==> src/rtl/rect_sweep.sv <==
// Greedy 4x4 rectangle-flip reducer; latency 36*passes cycles, in_ready only when idle, result held until out_ready.
// Optional RECT_SWEEP_STATS_EN adds the flip_count port.
module rect_sweep #(
    parameter int MAX_PASSES = 8
) (
    input  logic        clk,
    input  logic        rst_n,
    input  logic        in_valid,
    output logic        in_ready,
    input  logic [15:0] in_matrix,
    output logic [15:0] flip_m,
    output logic [1:0]  flip_r1,
    output logic [1:0]  flip_r2,
    output logic [1:0]  flip_c1,
    output logic [1:0]  flip_c2,
    input  logic [15:0] flip_result,
    output logic        out_valid,
    input  logic        out_ready,
    output logic [15:0] out_matrix,
    output logic [3:0]  out_passes
`ifdef RECT_SWEEP_STATS_EN
    ,
    output logic [7:0]  flip_count
`endif
);

    localparam logic [3:0] MAX_P  = 4'(MAX_PASSES);
    localparam logic [5:0] K_LAST = 6'd35;

    typedef enum logic [1:0] {IDLE = 2'd0, SWEEP = 2'd1, DONE = 2'd2} state_t;

    state_t      state_q, state_d;
    logic [15:0] cur_q, cur_d;
    logic [5:0]  k_q, k_d;
    logic [3:0]  pass_q, pass_d;
    logic        improved_q, improved_d;
`ifdef RECT_SWEEP_STATS_EN
    logic [7:0]  fc_q, fc_d;
`endif

    logic        accept;
    logic        last_rect;
    logic        more_pass;
    logic [5:0]  row_pair;
    logic [5:0]  col_pair;

    function automatic logic [4:0] popcnt(input logic [15:0] v);
        logic [4:0] n;
        n = '0;
        for (int i = 0; i < 16; i++) n = n + {4'b0, v[i]};
        return n;
    endfunction

    // Pair index -> {lo, hi} line numbers.
    function automatic logic [3:0] pair_dec(input logic [5:0] idx);
        case (idx)
            6'd0:    return {2'd0, 2'd1};
            6'd1:    return {2'd0, 2'd2};
            6'd2:    return {2'd0, 2'd3};
            6'd3:    return {2'd1, 2'd2};
            6'd4:    return {2'd1, 2'd3};
            default: return {2'd2, 2'd3};
        endcase
    endfunction

    always_comb begin
        if (k_q >= 6'd30)      row_pair = 6'd5;
        else if (k_q >= 6'd24) row_pair = 6'd4;
        else if (k_q >= 6'd18) row_pair = 6'd3;
        else if (k_q >= 6'd12) row_pair = 6'd2;
        else if (k_q >= 6'd6)  row_pair = 6'd1;
        else                   row_pair = 6'd0;
        col_pair = k_q - row_pair * 6'd6;
    end

    assign accept    = (state_q == SWEEP) && (popcnt(flip_result) < popcnt(cur_q));
    assign last_rect = (k_q == K_LAST);
    // An improvement in the final rectangle still earns another pass.
    assign more_pass = (improved_q || accept) && (pass_q < MAX_P);

    always_ff @(posedge clk or negedge rst_n) begin
        if (!rst_n) begin
            state_q    <= IDLE;
            cur_q      <= '0;
            k_q        <= '0;
            pass_q     <= '0;
            improved_q <= 1'b0;
`ifdef RECT_SWEEP_STATS_EN
            fc_q       <= '0;
`endif
        end else begin
            state_q    <= state_d;
            cur_q      <= cur_d;
            k_q        <= k_d;
            pass_q     <= pass_d;
            improved_q <= improved_d;
`ifdef RECT_SWEEP_STATS_EN
            fc_q       <= fc_d;
`endif
        end
    end

    always_comb begin
        state_d = state_q;
        case (state_q)
            IDLE:    if (in_valid) state_d = SWEEP;
            SWEEP:   if (last_rect && !more_pass) state_d = DONE;
            DONE:    if (out_ready) state_d = IDLE;
            default: state_d = IDLE;
        endcase
    end

    always_comb begin
        cur_d      = cur_q;
        k_d        = k_q;
        pass_d     = pass_q;
        improved_d = improved_q;
`ifdef RECT_SWEEP_STATS_EN
        fc_d       = fc_q;
`endif
        if (state_q == IDLE && in_valid) begin
            cur_d      = in_matrix;
            k_d        = '0;
            pass_d     = 4'd1;
            improved_d = 1'b0;
`ifdef RECT_SWEEP_STATS_EN
            fc_d       = '0;
`endif
        end else if (state_q == SWEEP) begin
            if (accept) begin
                cur_d      = flip_result;
                improved_d = 1'b1;
`ifdef RECT_SWEEP_STATS_EN
                fc_d       = fc_q + 8'd1;
`endif
            end
            if (!last_rect) begin
                k_d = k_q + 6'd1;
            end else if (more_pass) begin
                k_d        = '0;
                pass_d     = pass_q + 4'd1;
                improved_d = 1'b0;
            end
        end
    end

    always_comb begin
        in_ready   = (state_q == IDLE);
        out_valid  = (state_q == DONE);
        flip_m     = cur_q;
        out_matrix = cur_q;
        out_passes = pass_q;
        flip_r1    = 2'd0;
        flip_r2    = 2'd0;
        flip_c1    = 2'd0;
        flip_c2    = 2'd0;
        if (state_q == SWEEP) begin
            {flip_r1, flip_r2} = pair_dec(row_pair);
            {flip_c1, flip_c2} = pair_dec(col_pair);
        end
    end

`ifdef RECT_SWEEP_STATS_EN
    assign flip_count = fc_q;
`endif

endmodule

==> config.mk <==
export PLATFORM = sky130hd
export DESIGN_NAME = rect_sweep
export DESIGN_NICKNAME = d
export VERILOG_FILES = /design/src/rtl/rect_sweep.sv
export SDC_FILE = /design/constraint.sdc
export NUM_CORES = 1
export LEC_CHECK = 0
export CAP_MARGIN = 30
export CORE_MARGIN = 2
export CORE_UTILIZATION = 30
export CTS_CLUSTER_DIAMETER = 100
export DETAILED_ROUTE_END_ITERATION = 8
export GPL_ROUTABILITY_DRIVEN = 0
export PLACE_DENSITY = 0.63
export SLEW_MARGIN = 20
export SYNTH_ARGS = -nofsm -noshare
export SYNTH_HDL_FRONTEND = slang
export SYNTH_SLANG_ARGS = --single-unit
==> constraint.sdc <==
create_clock -name clk -period 14.4 [get_ports clk]
set_input_delay 2.16 -clock clk [delete_from_list [all_inputs] [get_ports clk]]
set_output_delay 2.16 -clock clk [all_outputs]
set_load 0.02 [all_outputs]
==> key figures, run 1 <==
Status
  • Outcome: finished, final reports clean

CTS
  • Later-pin clock latency in the skew report: 0.29 ns
  • Post_cts resized: 0
  • Clock Sinks: 29
  • Hold Buf Count CTS: 0
  • CTS tree: done
  • Worst-path clk slew: around 0.060 ns
  • CTS buffer count: 5
  • Clock Tree Buf Depth: 2
  • Post-CTS Setup Inserts: 0
  • CTS H-Tree Depth: 2
  • Clk root buf: clkbuf_8

Worst setup path
  • R2R cell count: 15
  • Crit-path cells: clkdlybuf4s50_1 -> inv_1 -> fa_1 -> fa_1 -> fa_1 -> fa_1 -> inv_1 -> ha_1 -> fa_1 -> xor2_1 -> ha_1 -> a21o_1 -> a31oi_2 -> nand2b_1 -> a21oi_4 -> mux2_1
  • Reg-to-Reg End: flip_m[2]
  • Kind of cell adding the most delay to the critical path: adder cells
  • Crit. Startpoint: flip_result[0]
  • Crit end category: register
  • Critical Path Stages: 16
  • Max incr delay on CP: 0.59 ns
  • Flop2flop setup slack: 9.29 ns
  • Required time of the critical path: 14.57 ns
  • Startpoint types: input pin
  • Crit path to: flip_m[2]
  • Critical-path top delay cell: fa_1
  • CP Class: input pin to register
  • WP buf/inv: 3
  • Crit path arrival time: 7.19 ns
  • Worst-path fanout max: 16
  • Reg2reg start: flip_m[5]
  • Crit-path most repeated cell: fa_1

Timing
  • Final setup fails: 0
  • Setup TNS: 0 ns
  • Slew HR: 0.542
  • Final worst path period share: 0.488
  • Final Max Tran Viols: 0
  • Clock skew: 0.00281 ns
  • RSZ-0062 raised after global routing: false
  • Fmax: 142 MHz
  • Hold Fails Final Rpt: 0
  • Final min period: 7.02 ns
  • Worst-margin pin slew: 0.686 ns

Synth
  • Mapped Avg Cell Area: 9.00 um^2
  • Synth warnings: 0
  • Mapped Cells: between 300 and 400
  • Yosys top cell area share: 0.242
  • Yosys reg bits: 29
  • Dominant cell type by area after synthesis: dfrtp_1
  • Ys async rst share: 1.00
  • Primary FF master, synth: dfrtp_1
  • Sequential share of the synthesized area: 0.242
  • Post-synth EDFFs: 0
  • Yosys cell types: 48
  • Syn nets: 417
  • Cell area after synthesis: 3000 um^2
  • Area contributors post-synth: dfrtp_1 (24%), fa_1 (15%), ha_1 (11%), inv_1 (7.8%), mux2i_1 (5.3%)

Route
  • # DRC: 0
  • DR vias: 2,365
  • Post-DR vias/cell: 4.47
  • WL per Instance: around 13 um
  • Final ANT Viol Nets: 0
  • Post-Route M1 WL: 3080 um
  • DRT Pass-1 Iters: 4
  • Iteration-0 DRC Markers: 86
  • WL met3: 206 um
  • DR top layer: met4
  • WL final: between 6000 and 7000 um
  • Metal2 WL: between 3000 and 4000 um

Layout
  • # diodes: 0
  • Commonest cells after routing, fill and taps aside: clkdlybuf4s50_1 (81), inv_1 (62), dfrtp_1 (29)
  • Commonest non-fill, non-tap cell in the layout: clkdlybuf4s50_1
  • Area delta synth->final: 29.6%
  • Share of cells above drive strength 1: 0.0480
  • Design Area, Final: 3880 um^2
  • Number of nets in the layout: 480

GRT
  • Antenna violations before repair: 0
  • Vias in the first global route: 2,379
  • First-pass GRT wire length: 11,400 um
  • Total grt overflow: 0
  • All-Layer GR Usage: 0.128
  • Largest net degree at the start of global routing: 37

Placement
  • Placed inst area: 3800 um^2
  • Hpwl dp: 5510 um
  • PortBufs: 81

Floorplan
  • Width of the die: 104 um
  • I/O Pins: 82
  • Die Area: ~11,000 um^2
  • Die height: around 100 um
  • Initial Utilization: 0.308
  • Core Footprint: 9730 um^2
  • Row cnt: 36

Hold path
  • Min-Delay Path Class: register to register

Run
  • Max Cap Viol: 0
-- worst reg2reg max path: stages (launching register included) --
cell and delay, ns:
dfrtp_1 0.37, inv_1 0.09, fa_1 0.59, fa_1 0.44, fa_1 0.50, fa_1 0.50, inv_1 0.04, ha_1 0.20
fa_1 0.43, xnor2_1 0.16, ha_1 0.31, a21o_1 0.13, a31oi_2 0.07, nand2b_1 0.22, a21oi_4 0.57, mux2_1 0.38
-- metal layers --
metal | vias up | track usage
met5 | - | 0
li1 | 1191 | -
met3 | 5 | 0.0213
met4 | 0 | 0.0434
met1 | 1127 | 0.165
met2 | 42 | 0.217
-- synthesized netlist by cell type, types with 2 or more instances --
master	count
buf_4	19
nand2b_1	3
o31a_1	2
o211a_1	2
xnor2_1	5
nand3b_1	3
nand3_1	8
nor2_1	28
a21oi_1	27
nand2_1	18
xor2_1	5
dfrtp_1	29
nor3_1	4
mux2i_1	16
o31ai_1	3
buf_2	3
a22o_1	2
nand2_2	2
clkbuf_1	3
o21ai_0	9
ha_1	26
a21o_1	6
buf_6	2
inv_1	62
fa_1	22
or3_1	2
-- state kept, by name (all words and copies together), names as in the netlist --
register	count
k_q	6
out_passes	4
state_q	2
flip_m	16
improved_q	1
-- final cells by class --
class                   instances  area, um^2
clock buffers                   7        86.3
fillers                       995        5840
inverters                      62         233
multi-input cells             215        1850
flip-flops and latches         29         726
well taps                     133         166
repair buffers                 83         826
-- per-stage QoR --
stage	worst slack (ns)	util	std cells	hold WS (ns)
5_1_grt	7.16	0.399	529	0.595
3_3_place_gp	7.10	0.390	522	0.542
6_report	7.38	0.399	529	0.569
3_5_place_dp	7.04	0.390	522	0.564
2_1_floorplan	8.01	-	333	0.505
4_1_cts	7.35	0.399	529	0.578
-- how the worst min path moves through the flow --
stage               start    endpoint  depth (start not counted)
2_1_floorplan  improved_q  improved_q                          2
3_3_place_gp   improved_q  improved_q                          2
3_5_place_dp    flip_m[2]   flip_m[2]                          1
4_1_cts         flip_m[2]   flip_m[2]                          1
5_1_grt         flip_m[2]   flip_m[2]                          1
6_report        flip_m[2]   flip_m[2]                          1
-- cell families (layout without fill, tap and decap cells) --
logic type      count (synthesis)  after routing  share of synthesized area
buf+inv                        89            152                      0.141
simple gates                   76             76                      0.126
compound gates                 64             64                      0.148
fa+ha+maj                      48             48                      0.255
flops                          29             29                      0.242
mux                            17             17                     0.0572
xor+xnor                       10             10                     0.0292
Power of run 1 is not shown: default switching activity piles up to over one toggle a cycle in this logic, so the estimate is an artifact.
==> run 2: changes to the inputs <==
==> constraint.sdc (replaced) <==
create_clock -name clk -period 6.55 [get_ports clk]
set_input_delay 0.9825 -clock clk [delete_from_list [all_inputs] [get_ports clk]]
set_output_delay 0.9825 -clock clk [all_outputs]
set_load 0.02 [all_outputs]
==> key figures, run 2 (same netlist as run 1, synthesis figures left out) <==
GRT
  • First-pass GRT wire length: 11,700 um
  • Antenna violations before repair: 0
  • Vias in the first global route: 2,478
  • All-Layer GR Usage: 0.130
  • Largest net degree at the start of global routing: 37
  • Total grt overflow: 0

Timing
  • Final min period: 5.75 ns
  • Final Max Tran Viols: 0
  • Final setup fails: 0
  • Setup TNS: 0 ns
  • RSZ-0062 raised after global routing: false
  • Fmax: between 150 and 200 MHz
  • Clock skew: 0.00873 ns
  • Hold Fails Final Rpt: 0
  • Worst-margin pin slew: 0.566 ns
  • Final worst path period share: 0.878
  • Slew HR: 0.623

Route
  • DRT Pass-1 Iters: 4
  • Iteration-0 DRC Markers: 90
  • # DRC: 0
  • DR vias: 2,405
  • WL final: 6880 um
  • WL per Instance: approximately 13 um
  • Post-DR vias/cell: around 4.5
  • Final ANT Viol Nets: 0

CTS
  • Worst-path clk slew: 0.07 ns
  • Clk root buf: clkbuf_8
  • Clock Sinks: 29
  • Post_cts resized: 0
  • CTS H-Tree Depth: 2
  • Later-pin clock latency in the skew report: 0.28 ns
  • Clock Tree Buf Depth: 2
  • CTS buffer count: 5
  • CTS tree: done
  • Hold Buf Count CTS: 0
  • Post-CTS Setup Inserts: 0

Layout
  • # diodes: 0
  • Number of fill cells in the layout: around 1,000
  • Number of nets in the layout: ~480
  • Commonest cells after routing, fill and taps aside: clkdlybuf4s50_1 (81), inv_1 (62), dfrtp_1 (29)
  • Design Area, Final: 3920 um^2
  • Largest register FFs: 16
  • Share of cells above drive strength 1: 0.0528
  • Commonest non-fill, non-tap cell in the layout: clkdlybuf4s50_1
  • Area delta synth->final: 30.8%

Floorplan
  • Row cnt: 36
  • Die height: 104 um
  • Initial Utilization: 0.308
  • Width of the die: ~100 um
  • I/O Pins: 82
  • Die Area: 10,800 um^2
  • Core Footprint: 9730 um^2

Worst setup path
  • R2R cell count: 16
  • Crit path arrival time: 5.95 ns
  • Worst-path fanout max: 9
  • CP Class: input pin to register
  • Required time of the critical path: 6.76 ns
  • Crit end category: register
  • Startpoint types: input pin
  • Flop2flop setup slack: 1.54 ns

Hold path
  • Worst Hold Depth: 2
  • Min-Delay Path Class: register to register

Placement
  • Placed inst area: roughly 3800 um^2
  • PortBufs: 81
  • Hpwl dp: 5510 um

Run
  • Max Cap Viol: 0

Status
  • Outcome: finished, final reports clean
## run 2: cell types whose count changed in the layout (fill, tap and decap cells not counted)
cell	delta
buf_4	+1
bufinv_16	+1
## run 2: cell type report
class	instances	area, um^2	area share
Inverter	62	233	0.0593
Clock buffer	7	86.3	0.0220
Timing Repair Buffer	84	833	0.212
Tap cell	133	166	0.0424
Sequential cell	29	726	0.185
Multi-Input combinational cell	215	1850	0.471
Clock inverter	1	30.0	0.00766
## run 2: metal layers
metal | routed length, um | share of wire | global-route usage | up-vias
li1 | - | - | - | 1195
met1 | 3150 | 0.46 | 0.170 | 1164
met2 | 3450 | 0.50 | 0.223 | 40
met3 | 198 | 0.029 | 0.0194 | 6
met4 | 90 | 0.013 | 0.0405 | 0
met5 | 0 | 0 | 0 | -
## run 2: critical path, stage by stage
cell	delay [ns]
clkdlybuf4s50_1	0.45
inv_1	0.06
fa_1	0.60
fa_1	0.45
fa_1	0.48
fa_1	0.48
inv_1	0.04
ha_1	0.20
fa_1	0.41
xor2_1	0.19
ha_1	0.32
a21o_1	0.13
a31oi_2	0.07
nand2b_1	0.22
a21oi_4	0.36
buf_4	0.28
mux2i_1	0.20
## run 2: final timing paths
kind,start,endpoint
worst max-delay path,flip_result[0],flip_m[4]
worst max register to register,flip_m[5],flip_m[4]
worst min-delay path,improved_q,improved_q
max in group asynchronous,rst_n,k_q[0]
min in group asynchronous,rst_n,flip_m[1]
worst min register to register,improved_q,improved_q
## run 2: through the flow
step / setup WS (ns) / utilization / hold slack (ns) / cells
floorplan: 1.34 / - / 0.505 / 333
global placement: 0.631 / 0.391 / 0.546 / 523
detailed placement: 0.511 / 0.391 / 0.555 / 523
CTS: 0.802 / 0.403 / 0.572 / 531
global route: 0.595 / 0.403 / 0.620 / 531
finish: 0.801 / 0.403 / 0.563 / 531
Power of run 2 is left out for the same reason.
==> run 3: changes to the inputs <==
--- a/config.mk
+++ b/config.mk
@@ -7,11 +7,11 @@
 export LEC_CHECK = 0
 export CAP_MARGIN = 30
 export CORE_MARGIN = 2
-export CORE_UTILIZATION = 30
+export CORE_UTILIZATION = 35
 export CTS_CLUSTER_DIAMETER = 100
 export DETAILED_ROUTE_END_ITERATION = 8
 export GPL_ROUTABILITY_DRIVEN = 0
-export PLACE_DENSITY = 0.63
+export PLACE_DENSITY = 0.7
 export SLEW_MARGIN = 20
 export SYNTH_ARGS = -nofsm -noshare
 export SYNTH_HDL_FRONTEND = slang
==> key figures, run 3 (same netlist as run 1, synthesis figures left out) <==
Status
  • Outcome: finished, final reports clean

Floorplan
  • Initial Utilization: 0.363
  • I/O Pins: 82
  • Die height: 96.6 um
  • Die Area: 9320 um^2
  • Row cnt: 33
  • Width of the die: 96.6 um
  • Core Footprint: around 8300 um^2

GRT
  • All-Layer GR Usage: 0.153
  • Total grt overflow: 0
  • Antenna violations before repair: 0
  • First-pass GRT wire length: about 11,000 um
  • Largest net degree at the start of global routing: 37
  • Vias in the first global route: about 2,400

Layout
  • Share of cells above drive strength 1: 0.0480
  • Area of the multi-input gates: 1850 um^2
  • Number of nets in the layout: 480
  • Commonest cells after routing, fill and taps aside: clkdlybuf4s50_1 (81), inv_1 (62), dfrtp_1 (29)
  • FF+latch area: 726 um^2
  • Number of fill cells in the layout: about 790
  • # diodes: 0
  • Largest register FFs: 16
  • Commonest non-fill, non-tap cell in the layout: clkdlybuf4s50_1
  • Area delta synth->final: 28.4%

Worst setup path
  • Flop2flop setup slack: 1.38 ns
  • Crit-path most repeated cell: fa_1
  • Crit path arrival time: 6.06 ns
  • CP Class: input pin to register
  • Critical-path top delay cell: fa_1
  • Required time of the critical path: between 6 and 7 ns
  • Worst-path fanout max: 16
  • Kind of cell adding the most delay to the critical path: adder cells
  • Max incr delay on CP: just under 0.6 ns
  • Crit-path cells: clkdlybuf4s50_1 -> inv_1 -> fa_1 -> fa_1 -> fa_1 -> fa_1 -> inv_1 -> ha_1 -> fa_1 -> xor2_1 -> ha_1 -> a21o_1 -> a31oi_2 -> nand2b_1 -> a21oi_4 -> mux2_1
  • Crit end category: register
  • Reg2reg start: flip_m[5]
  • Startpoint types: input pin
  • WP buf/inv: 3
  • R2R cell count: 15
  • Reg-to-Reg End: flip_m[2]

CTS
  • CTS tree: done
  • Clock Sinks: 29
  • Worst-path clk slew: about 0.060 ns
  • CTS H-Tree Depth: 2
  • Clock Tree Buf Depth: 2
  • Later-pin clock latency in the skew report: 0.28 ns
  • Hold Buf Count CTS: 0
  • CTS buffer count: 5
  • Post_cts resized: 0
  • Clk root buf: clkbuf_8
  • Post-CTS Setup Inserts: 0

Timing
  • Fmax: 170 MHz
  • Final min period: 5.89 ns
  • Slew HR: 0.537
  • Final worst slack: 0.658 ns
  • Final hold slack: 0.563 ns
  • Worst-margin pin slew: 0.694 ns
  • Setup TNS: 0 ns
  • Final worst path period share: 0.900
  • Hold Fails Final Rpt: 0
  • Final setup fails: 0
  • Clock skew: between 0.004 and 0.005 ns
  • RSZ-0062 raised after global routing: false
  • Final Max Tran Viols: 0

Route
  • Final ANT Viol Nets: 0
  • WL per Instance: between 10 and 15 um
  • Post-DR vias/cell: 4.81
  • Iteration-0 DRC Markers: 65
  • WL final: 6810 um
  • # DRC: 0
  • DR vias: 2,412
  • DRT Pass-1 Iters: 4

Placement
  • PortBufs: 81
  • Hpwl dp: 5480 um
  • Dpl ws: roughly 0.38 ns

Run
  • Max Cap Viol: 0

Hold path
  • Hold Path End: improved_q
  • Worst Hold Depth: 2
  • Min-Delay Path Class: register to register
  • Worst hold path startpoint: improved_q
## run 3: cell count changes in the layout (fill, tap and decap cells not counted), sizes merged
cell | before | now
bufinv | 1 | 0
buf | 3 | 2
## run 3: worst reg2reg max path, stage by stage, from the launching register on
cell and delay (ns):
dfrtp_1 0.37, inv_1 0.09, fa_1 0.60, fa_1 0.45, fa_1 0.51, fa_1 0.50, inv_1 0.04, ha_1 0.20
fa_1 0.42, xnor2_1 0.16, ha_1 0.32, a21o_1 0.13, a31oi_2 0.07, nand2b_1 0.24, a21oi_4 0.59, mux2_1 0.38
## run 3: final cells by class
cell class / instances / share of cell area
Multi-Input combinational cell: 215 / 0.480
Timing Repair Buffer: 83 / 0.214
Sequential cell: 29 / 0.188
Inverter: 62 / 0.0604
Tap cell: 105 / 0.0341
Clock buffer: 7 / 0.0224
## run 3: per-stage QoR
step / std cells / instance area [um^2] / util
after floorplan: 333 / 3000 / -
after global placement: 494 / 3760 / 0.456
after detailed placement: 494 / 3760 / 0.456
after CTS: 501 / 3850 / 0.466
after global routing: 501 / 3850 / 0.466
final: 501 / 3850 / 0.466
## run 3: how the worst max path moves through the flow
stage / cells after the start / slack [ns] / startpoint / end
detailed placement: 16 / 0.38 / flip_result[0] / flip_m[2]
finish: 16 / 0.66 / flip_result[0] / flip_m[2]
floorplan: 16 / 1.34 / flip_result[0] / flip_m[10]
global route: 16 / 0.36 / flip_result[0] / flip_m[2]
global placement: 16 / 0.43 / flip_result[0] / flip_m[2]
CTS: 16 / 0.66 / flip_result[0] / flip_m[2]
## run 3: per-layer routing
metal | GRT usage | vias to the layer above | wire length [um]
met5 | 0 | - | 0
met4 | 0.0505 | 0 | 127
met3 | 0.0240 | 10 | 311
met2 | 0.244 | 51 | 3310
met1 | 0.213 | 1161 | 3070
li1 | - | 1190 | -
Power of run 3 is left out for the same reason.
